[config.mk]
export PLATFORM = sky130hd
export DESIGN_NAME = wormhole_grant_ctrl_npu
export DESIGN_NICKNAME = d
export VERILOG_FILES = /design/src/rtl/wormhole_grant_ctrl_npu.sv
export SDC_FILE = /design/constraint.sdc
export NUM_CORES = 1
export LEC_CHECK = 0
export BUFFER_PORTS_ARGS = -buffer_cell sky130_fd_sc_hd__buf_4
export CAP_MARGIN = 40
export CORE_ASPECT_RATIO = 1.25
export CORE_MARGIN = 2
export CORE_UTILIZATION = 49
export CTS_CLUSTER_DIAMETER = 200
export CTS_CLUSTER_SIZE = 12
export DETAILED_ROUTE_END_ITERATION = 16
export PLACE_DENSITY = 0.77
export SKIP_LAST_GASP = 1
export SLEW_MARGIN = 40
export SYNTH_ARGS = -nofsm -noshare
export SYNTH_HDL_FRONTEND = slang
export SYNTH_SLANG_ARGS = --single-unit
[constraint.sdc]
create_clock -name clk_i -period 3.56 [get_ports clk_i]
set_clock_uncertainty 0.15 [all_clocks]
set_input_delay 0.178 -clock clk_i [delete_from_list [all_inputs] [get_ports clk_i]]
set_output_delay 0.178 -clock clk_i [all_outputs]
set_load 0.01 [all_outputs]
[src/rtl/wormhole_grant_ctrl_npu.sv]
// wormhole_grant_ctrl_npu
//
// Credit-aware wormhole controller for one router output port. It arbitrates
// round-robin among N input ports for the right to start a packet. It holds
// the grant on the winning input from its head flit through its tail flit. It
// never lets a flit cross unless the downstream buffer has a free credit.
//
// Ports
//   clk_i          clock, all state on the rising edge
//   rst_ni         asynchronous active-low reset
//   req_i          per-input: valid flit waiting for this output
//   is_head_i      per-input: presented flit is a head flit
//   is_tail_i      per-input: presented flit is a tail flit
//   credit_inc_i   downstream returned one credit this cycle
//   grant_o        one-hot crossbar select / per-input pop strobe
//   grant_valid_o  a flit crosses this cycle (OR of grant_o)
//   locked_o       a multi-flit packet currently owns the output
//   owner_o        index of the owning input, valid while locked_o
//   credit_cnt_o   current downstream credit count

module wormhole_grant_ctrl_npu #(
  parameter int unsigned N          = 4,
  parameter int unsigned CREDIT_MAX = 8
) (
  input  logic                            clk_i,
  input  logic                            rst_ni,
  input  logic [N-1:0]                    req_i,
  input  logic [N-1:0]                    is_head_i,
  input  logic [N-1:0]                    is_tail_i,
  input  logic                            credit_inc_i,
  output logic [N-1:0]                    grant_o,
  output logic                            grant_valid_o,
  output logic                            locked_o,
  output logic [$clog2(N)-1:0]            owner_o,
  output logic [$clog2(CREDIT_MAX+1)-1:0] credit_cnt_o
);

  localparam int unsigned IdxW = $clog2(N);
  localparam int unsigned CntW = $clog2(CREDIT_MAX + 1);

  typedef enum logic {StIdle, StLocked} state_e;

  state_e            state_q, state_d;
  logic [IdxW-1:0]   owner_q, owner_d;
  logic [IdxW-1:0]   ptr_q, ptr_d;
  logic [CntW-1:0]   credit_q, credit_d;

  logic              credit_ok;
  logic [N-1:0]      eligible;
  logic              win_found;
  logic [IdxW-1:0]   win_idx;
  logic [31:0]       scan_idx;

  assign credit_ok = (credit_q != '0);
  assign eligible  = req_i & is_head_i;

  // Round-robin scan starting at ptr_q with wraparound; first eligible wins.
  always_comb begin
    win_found = 1'b0;
    win_idx   = '0;
    scan_idx  = '0;
    for (int unsigned k = 0; k < N; k++) begin
      scan_idx = 32'(ptr_q) + k;
      if (scan_idx >= N) scan_idx = scan_idx - N;
      if (!win_found && eligible[scan_idx[IdxW-1:0]]) begin
        win_found = 1'b1;
        win_idx   = scan_idx[IdxW-1:0];
      end
    end
  end

  // Grant and next-state logic.
  always_comb begin
    grant_o = '0;
    state_d = state_q;
    owner_d = owner_q;
    ptr_d   = ptr_q;

    // Grant is forced low while reset is asserted, even though the
    // registers already hold their reset values.
    if (rst_ni && credit_ok) begin
      unique case (state_q)
        StIdle: begin
          if (win_found) begin
            grant_o[win_idx] = 1'b1;
            ptr_d = (win_idx == IdxW'(N - 1)) ? '0 : win_idx + 1'b1;
            if (!is_tail_i[win_idx]) begin
              owner_d = win_idx;
              state_d = StLocked;
            end
          end
        end
        StLocked: begin
          // Heads from the owner are treated as body flits here.
          if (req_i[owner_q]) begin
            grant_o[owner_q] = 1'b1;
            if (is_tail_i[owner_q]) state_d = StIdle;
          end
        end
        default: state_d = StIdle;
      endcase
    end
  end

  assign grant_valid_o = |grant_o;

  // Credit counter: a transfer and a returned credit in one cycle cancel.
  always_comb begin
    credit_d = credit_q;
    if (grant_valid_o && !credit_inc_i) begin
      credit_d = credit_q - 1'b1;
    end else if (!grant_valid_o && credit_inc_i) begin
      if (credit_q != CntW'(CREDIT_MAX)) credit_d = credit_q + 1'b1;
    end
  end

  always_ff @(posedge clk_i or negedge rst_ni) begin
    if (!rst_ni) begin
      state_q  <= StIdle;
      owner_q  <= '0;
      ptr_q    <= '0;
      credit_q <= CntW'(CREDIT_MAX);
    end else begin
      state_q  <= state_d;
      owner_q  <= owner_d;
      ptr_q    <= ptr_d;
      credit_q <= credit_d;
    end
  end

  assign locked_o     = (state_q == StLocked);
  assign owner_o      = owner_q;
  assign credit_cnt_o = credit_q;

endmodule

### Yosys cells after proc, flatten, opt, wreduce, memory -nomap -nowiden

Index checks and enable logic that the tools add are counted.

| storage, ports and cells | value |
|---|---|
| word-level logic and storage cells | 94 |
| memories kept | 0 |
| flip-flop bits (word level) | 9 |
| input bits | 15 |
| bits in read-only memories | 0 |
| output and inout port bits | 12 |
| bits in writable memories | 0 |
| latch bits | 0 |

| operators by class | value |
|---|---|
| eq/ne operators | 2 |
| $lt $le $gt $ge | 12 |
| add/sub/neg operators | 10 |
| shift operators | 0 |
| multipliers | 0 |
| bitwise gates (word level) | 3 |
| div/mod/pow operators | 0 |
| muxes and demuxes | 43 |
| reductions and logical operators | 20 |

Operators by type and width:

| kind | number |
|---|---|
| $mux W4 | 6 |
| $lt A2 B3 Y1 const B | 6 |
| $mux W2 | 9 |
| $mux W1 | 17 |
| $bmux W1 S2 | 7 |
| $ge A3 B3 Y1 const B | 3 |
| $logic_and A1 B1 Y1 | 8 |
| $pmux W4 S2 | 1 |
| $sub A2 B1 Y2 const B | 4 |
| $add A2 B2 Y3 const B | 2 |
| $logic_not A1 Y1 | 5 |
| $add A4 B1 Y4 const B | 1 |
| $and A4 B4 Y4 | 1 |
| $demux W1 S2 | 2 |
| $ge A2 B1 Y1 const B | 2 |
| $ne A4 B4 Y1 const B | 1 |
| $reduce_and A4 Y1 | 1 |
| $reduce_bool A2 Y1 | 2 |
| $reduce_bool A4 Y1 | 1 |
| $reduce_or A4 Y1 | 1 |
| $sub A4 B1 Y4 const B | 1 |
| $add A2 B1 Y3 const B | 1 |
| $ge A2 B3 Y1 const B | 1 |
| $reduce_and A3 Y1 | 1 |
| 5 further kinds | 6 |

### Longest topological paths before layout

| logic depth | value |
|---|---|
| word-level depth | 26 |
| mapped depth | 14 |
| depth with buffers taken out | 14 |

### Worst setup path after synthesis

No wires, ideal clock.

| path | value |
|---|---|
| path type | register -> register |
| start point | register ptr_q[1] |
| end point | register credit_q[3], in the netlist credit_cnt_o[3] |
| arrival | 2,875 ps |
| clock period less this slack | 3,100 ps |
| setup slack | 460 ps |
| data required time | 3,335 ps |
| cell stages (with the launch flop) | 15 |
| path buffers | 0 |
| library setup time | 75 ps |
| cell sequence | dfrtp_1 > or2_2 > o221ai_2 > nor3_1 > inv_1 > ha_1 > o21ai_0 > nand4_1 > ha_1 > ha_1 > a21o_1 > a21oi_1 > xnor2_1 > nand2_1 > xnor2_1 |

| between the ends | value |
|---|---|
| longest elaborated chain between the ends | 26 |
| elaborated cells between the ends (all ways) | 53 |
| classes of those cells | 7 x add/sub; 6 x order compare; 26 x mux; 14 x reduce/logical |

RTL lines:

| item | line | RTL |
|---|---|---|
| from (decl) | 45 | `logic [IdxW-1:0] ptr_q, ptr_d;` |
| from (signal assigned) | 126 | `ptr_q <= ptr_d;` |
| parallel branches: the longest is 13 deep, another holds $add A2 B1 Y3 | - |  |
| $mux W2 (*) | 65 | `if (!win_found && eligible[scan_idx[IdxW-1:0]]) begin` |
| named net win_idx[1] | 51 | `logic [IdxW-1:0] win_idx;` |
| $lt A2 B3 Y1 (implied by the code) / $ge A2 B1 Y1 (equally long branches) | 85 | `grant_o[win_idx] = 1'b1;` |
| $logic_and A1 B1 Y1 (implied by the code) | 85 |  |
| $mux W1 (implied by the code) | 85 |  |
| $demux W1 S2 (*) | 85 |  |
| $mux W4 (*) | 84 | `if (win_found) begin` |
| $pmux W4 S2 (*) | 82 | `unique case (state_q)` |
| $mux W4 (*) | 81 | `if (rst_ni && credit_ok) begin` |
| $reduce_or A4 Y1 (*) | 105 | `assign grant_valid_o = \|grant_o;` |
| named net grant_valid_o | 32 | `output logic grant_valid_o,` |
| $logic_not A1 Y1 | 112 | `end else if (!grant_valid_o && credit_inc_i) begin` |
| $logic_and A1 B1 Y1 | 112 |  |
| $reduce_bool A2 Y1 (no line) | - |  |
| $reduce_and A2 Y1 (no line) | - |  |
| to (signal assigned) | 122 | `credit_q <= CntW'(CREDIT_MAX);` |
| to (signal assigned) | 127 | `credit_q <= credit_d;` |
| to (decl) | 46 | `logic [CntW-1:0] credit_q, credit_d;` |

Mark *: on every way through the listed nets, which the timed path passes. The select of a mux whose other input is x is not followed.
A chain may end at the register's enable or synchronous reset.

### Worst setup path in the final report

| path | value |
|---|---|
| start point | register ptr_q[1] |
| end point | register credit_q[3], in the netlist credit_cnt_o[3] |

| between the ends | value |
|---|---|
| longest elaborated chain between the ends | 26 |
| elaborated cells between the ends (all ways) | 53 |
| classes of those cells | 7 x add/sub; 6 x order compare; 26 x mux; 14 x reduce/logical |

RTL lines:

| item | line |
|---|---|
| parallel branches: the longest is 13 deep, another holds $add A2 B1 Y3 | - |
| $mux W2 (*) | 65 |
| named net win_idx[1] | 51 |
| $lt A2 B3 Y1 (implied by the code) / $ge A2 B1 Y1 (equally long branches) | 85 |
| $logic_and A1 B1 Y1 (implied by the code) | 85 |
| $mux W1 (implied by the code) | 85 |
| $demux W1 S2 (*) | 85 |
| $mux W4 (*) | 84 |
| $pmux W4 S2 (*) | 82 |
| $mux W4 (*) | 81 |
| $reduce_or A4 Y1 (*) | 105 |
| $logic_not A1 Y1 | 112 |
| $logic_and A1 B1 Y1 | 112 |
| $reduce_bool A2 Y1 (no line) | - |
| $reduce_and A2 Y1 (no line) | - |

Marked as above.

==> out/qor.txt <==
Largest family of logic cells by synthesized area - compound AO/OA/AOI/OAI gates
Initial antenna violation count - 0
Area fraction in compound gates after synthesis - 25.1%
IO Pins - 27
Synth Area in Adders - 12.7%
Post-CTS sizing - 0
Post-synthesis xor/xnor area fraction - 4.13%
H-tree levels - 1
Setup crit start kind - flip-flop
Top_reg_cell synth - dfrtp_1
Mux cell area share after synthesis - 5.75%
Largest net degree at the start of global routing - 11
Die H - 50.5 um
Die area - 2080 um2
Synth Instances - 93
Post-CTS Setup Inserts - 0
Antenna Nets Post-Route - 0
Cell Pwr Density - 724 nW/um2
RePlAce Congestion - 0.853
Yosys warning count - 0
Total of max-cap violations - 0
Endpoints failing setup - 0
Clock transition at the registers of the reported paths - 70 ps
Vias in the first global route - 861
CTS Sinks - 9
Leading cell types in the layout, fill and taps excluded - buf_4 (28), nand2_1 (12), inv_1 (11), dfrtp_1 (8), ha_1 (7)
Initial Utilization - 53.0%
Pins Over Slew Limit - 0
Top-area cell type share of the netlist area - 23.6%
HPWL after DPL - 1.75 mm
Fin crit share - 88.5%
Cell accounting for the most synthesized area - dfrtp_1
Crit path max fanout - 6
Setup tns final - 0 ps
Final instance area - 1110 um2
Net Count, Synth - 116
Leakage - 0.538 nW
Via-to-Cell Ratio - 6.16
Vias - 881
Peak supply drop - 0.329 mV
DR pass1 iterations - 4
DRC viols - 0
Sequential fraction of the synthesis area - 26.7%
Cell chain of the critical path - or2_2, o221ai_2, nor3_1, buf_4, ha_1, nand2_1, nand4_1, ha_1, ha_1, a21o_1, a21oi_1, xnor2_1, nand2_1, xnor2_1
Worst-Margin Slew - 507 ps
Fin util - 69.5%
Power Total - 806 uW
CP peak stage delay - 440 ps
Clk root buf - clkbuf_4
Slowest CP cell - dfrtp_1
CP most frequent cell - ha_1
Crit path max-delay family - simple AND/OR/NAND/NOR gates
Synth Cell Area - 848 um2
Fraction of layout cells with a size suffix above 1 - 30.4%
Hold Fails Final Rpt - 0
Buf/Inv on CP - 1
EDFF count, synth - 0
Total Routed Length - 2.16 mm
WP data arrival - 3210 ps
GR Overflow Total - 0
Hold WC Path Type - in -> async
Initial DRC count - 20
Area contributors post-synth - dfrtp_1 (24%), ha_1 (10%), nand2_1 (5.3%)
Post-Place Setup Slack - 442 ps
Crit path time final - 3150 ps
Core area - 1600 um2
Synth cell types - 39
CP required - 3620 ps
RSZ-0062 raised after global routing - false
Total global-route track usage - 24.7%
Post-synthesis average cell area - 9.12 um2
Layout area overhead - 31.3%
Row cnt - 16
Asr flop ratio synth - 100%
Global-route wire length before repair - 3.48 mm
Skew-Pair Late Insertion Delay - 280 ps
N_diodes - 0
Commonest non-fill, non-tap cell in the layout - buf_4
Wire per inst - 15.1 um
F_max - 317 MHz
CTS max path bufs - 2
CTS tree - built
Total Nets Final - 149
Critical path endpoint category - flip-flop
PortBufs - 26
Synth Area in Simple Gates - 20.4%
Chip width - 41.2 um
#FFs+latches synth - 9
Critical path class - reg -> reg
Post-DP Area - 1080 um2
Final worst setup slack - 409 ps
Max_slew headroom - 66.0%
Status - completed
CTS Buf Count - 3
Yosys cell counts, drive strengths merged, types with 2 or more instances:
cell type and number:
o21ai 4, nand4 2, nand2 12, mux4 2
nor3 2, and4 3, a31oi 5, inv 11
o31ai 3, ha 7, dfrtp 8, xnor2 3
a21oi 2, nor2 2, and2 2, a22o 3
cell families (layout without fill, tap and decap cells):
logic type,after synthesis,in the layout
flip-flops,9,9
AO/OA/AOI/OAI,28,28
adder cells (fa/ha/maj),8,8
multiplexers,2,2
buffers and inverters,12,44
AND/OR/NAND/NOR,30,30
XOR/XNOR,4,4
stage by stage:
step | hold slack (ps) | instances
4_1_cts | 120 | 143
6_report | 119 | 143
3_3_place_gp | -133 | 138
2_1_floorplan | -268 | 93
5_1_grt | 145 | 143
3_5_place_dp | -132 | 138
layout make-up:
class / count / area, um2
multi-input cells: 72 / 577
fillers: 121 / 488
flip-flops and latches: 9 / 226
repair buffers: 29 / 220
inverters: 11 / 41.3
clock buffers: 4 / 26.3
well taps: 18 / 22.5
registers in the layout, indices dropped and copies added, names as in the netlist:
name          cells
owner_o           2
credit_cnt_o      4
locked_o          1
ptr_q             2
layer usage:
| metal | routed length, um | share of wire, % | track usage [%] |
|---|---|---|---|
| met4 | 65 | 3.0 | 13.4 |
| met2 | 1110 | 52 | 42.4 |
| met3 | 122 | 5.7 | 3.10 |
| met5 | 0 | 0 | 0 |
| met1 | 857 | 40 | 27.0 |
where the power goes:
part | switching [mW] | internal (mW)
Sequential | 0.0767 | 0.160
Clock | 0.0438 | 0.0435
Combinational | 0.240 | 0.242
path summary, 6_finish.rpt:
kind | end | slack, ps | cells after the start | start
min reg2reg | credit_cnt_o[3]$_DFFE_PN1P_ | 380 | 1 | credit_cnt_o[3]$_DFFE_PN1P_
min | locked_o$_DFFE_PN0P_ | 120 | 2 | rst_ni
min in group clk_i | owner_o[1]$_DFFE_PN0P_ | 150 | 3 | is_tail_i[0]
max in group asynchronous | credit_cnt_o[3]$_DFFE_PN1P_ | 2920 | 2 | rst_ni
max reg2reg | credit_cnt_o[3]$_DFFE_PN1P_ | 410 | 14 | ptr_q[1]$_DFFE_PN0P_
max | credit_cnt_o[3]$_DFFE_PN1P_ | 410 | 14 | ptr_q[1]$_DFFE_PN0P_
timing repair:
action	CTS	global route
hold endpoints to repair	9	0
hold buffers	1	0
setup endpoints to repair	0	0
worst register-to-register path, cell delays in order (launching register included):
cell	delay (ps)
dfrtp_1	440
or2_2	320
o221ai_2	230
nor3_1	120
buf_4	170
ha_1	170
nand2_1	80
nand4_1	130
ha_1	260
ha_1	290
a21o_1	180
a21oi_1	170
xnor2_1	130
nand2_1	80
xnor2_1	150
(Power assumes the default switching activity.)
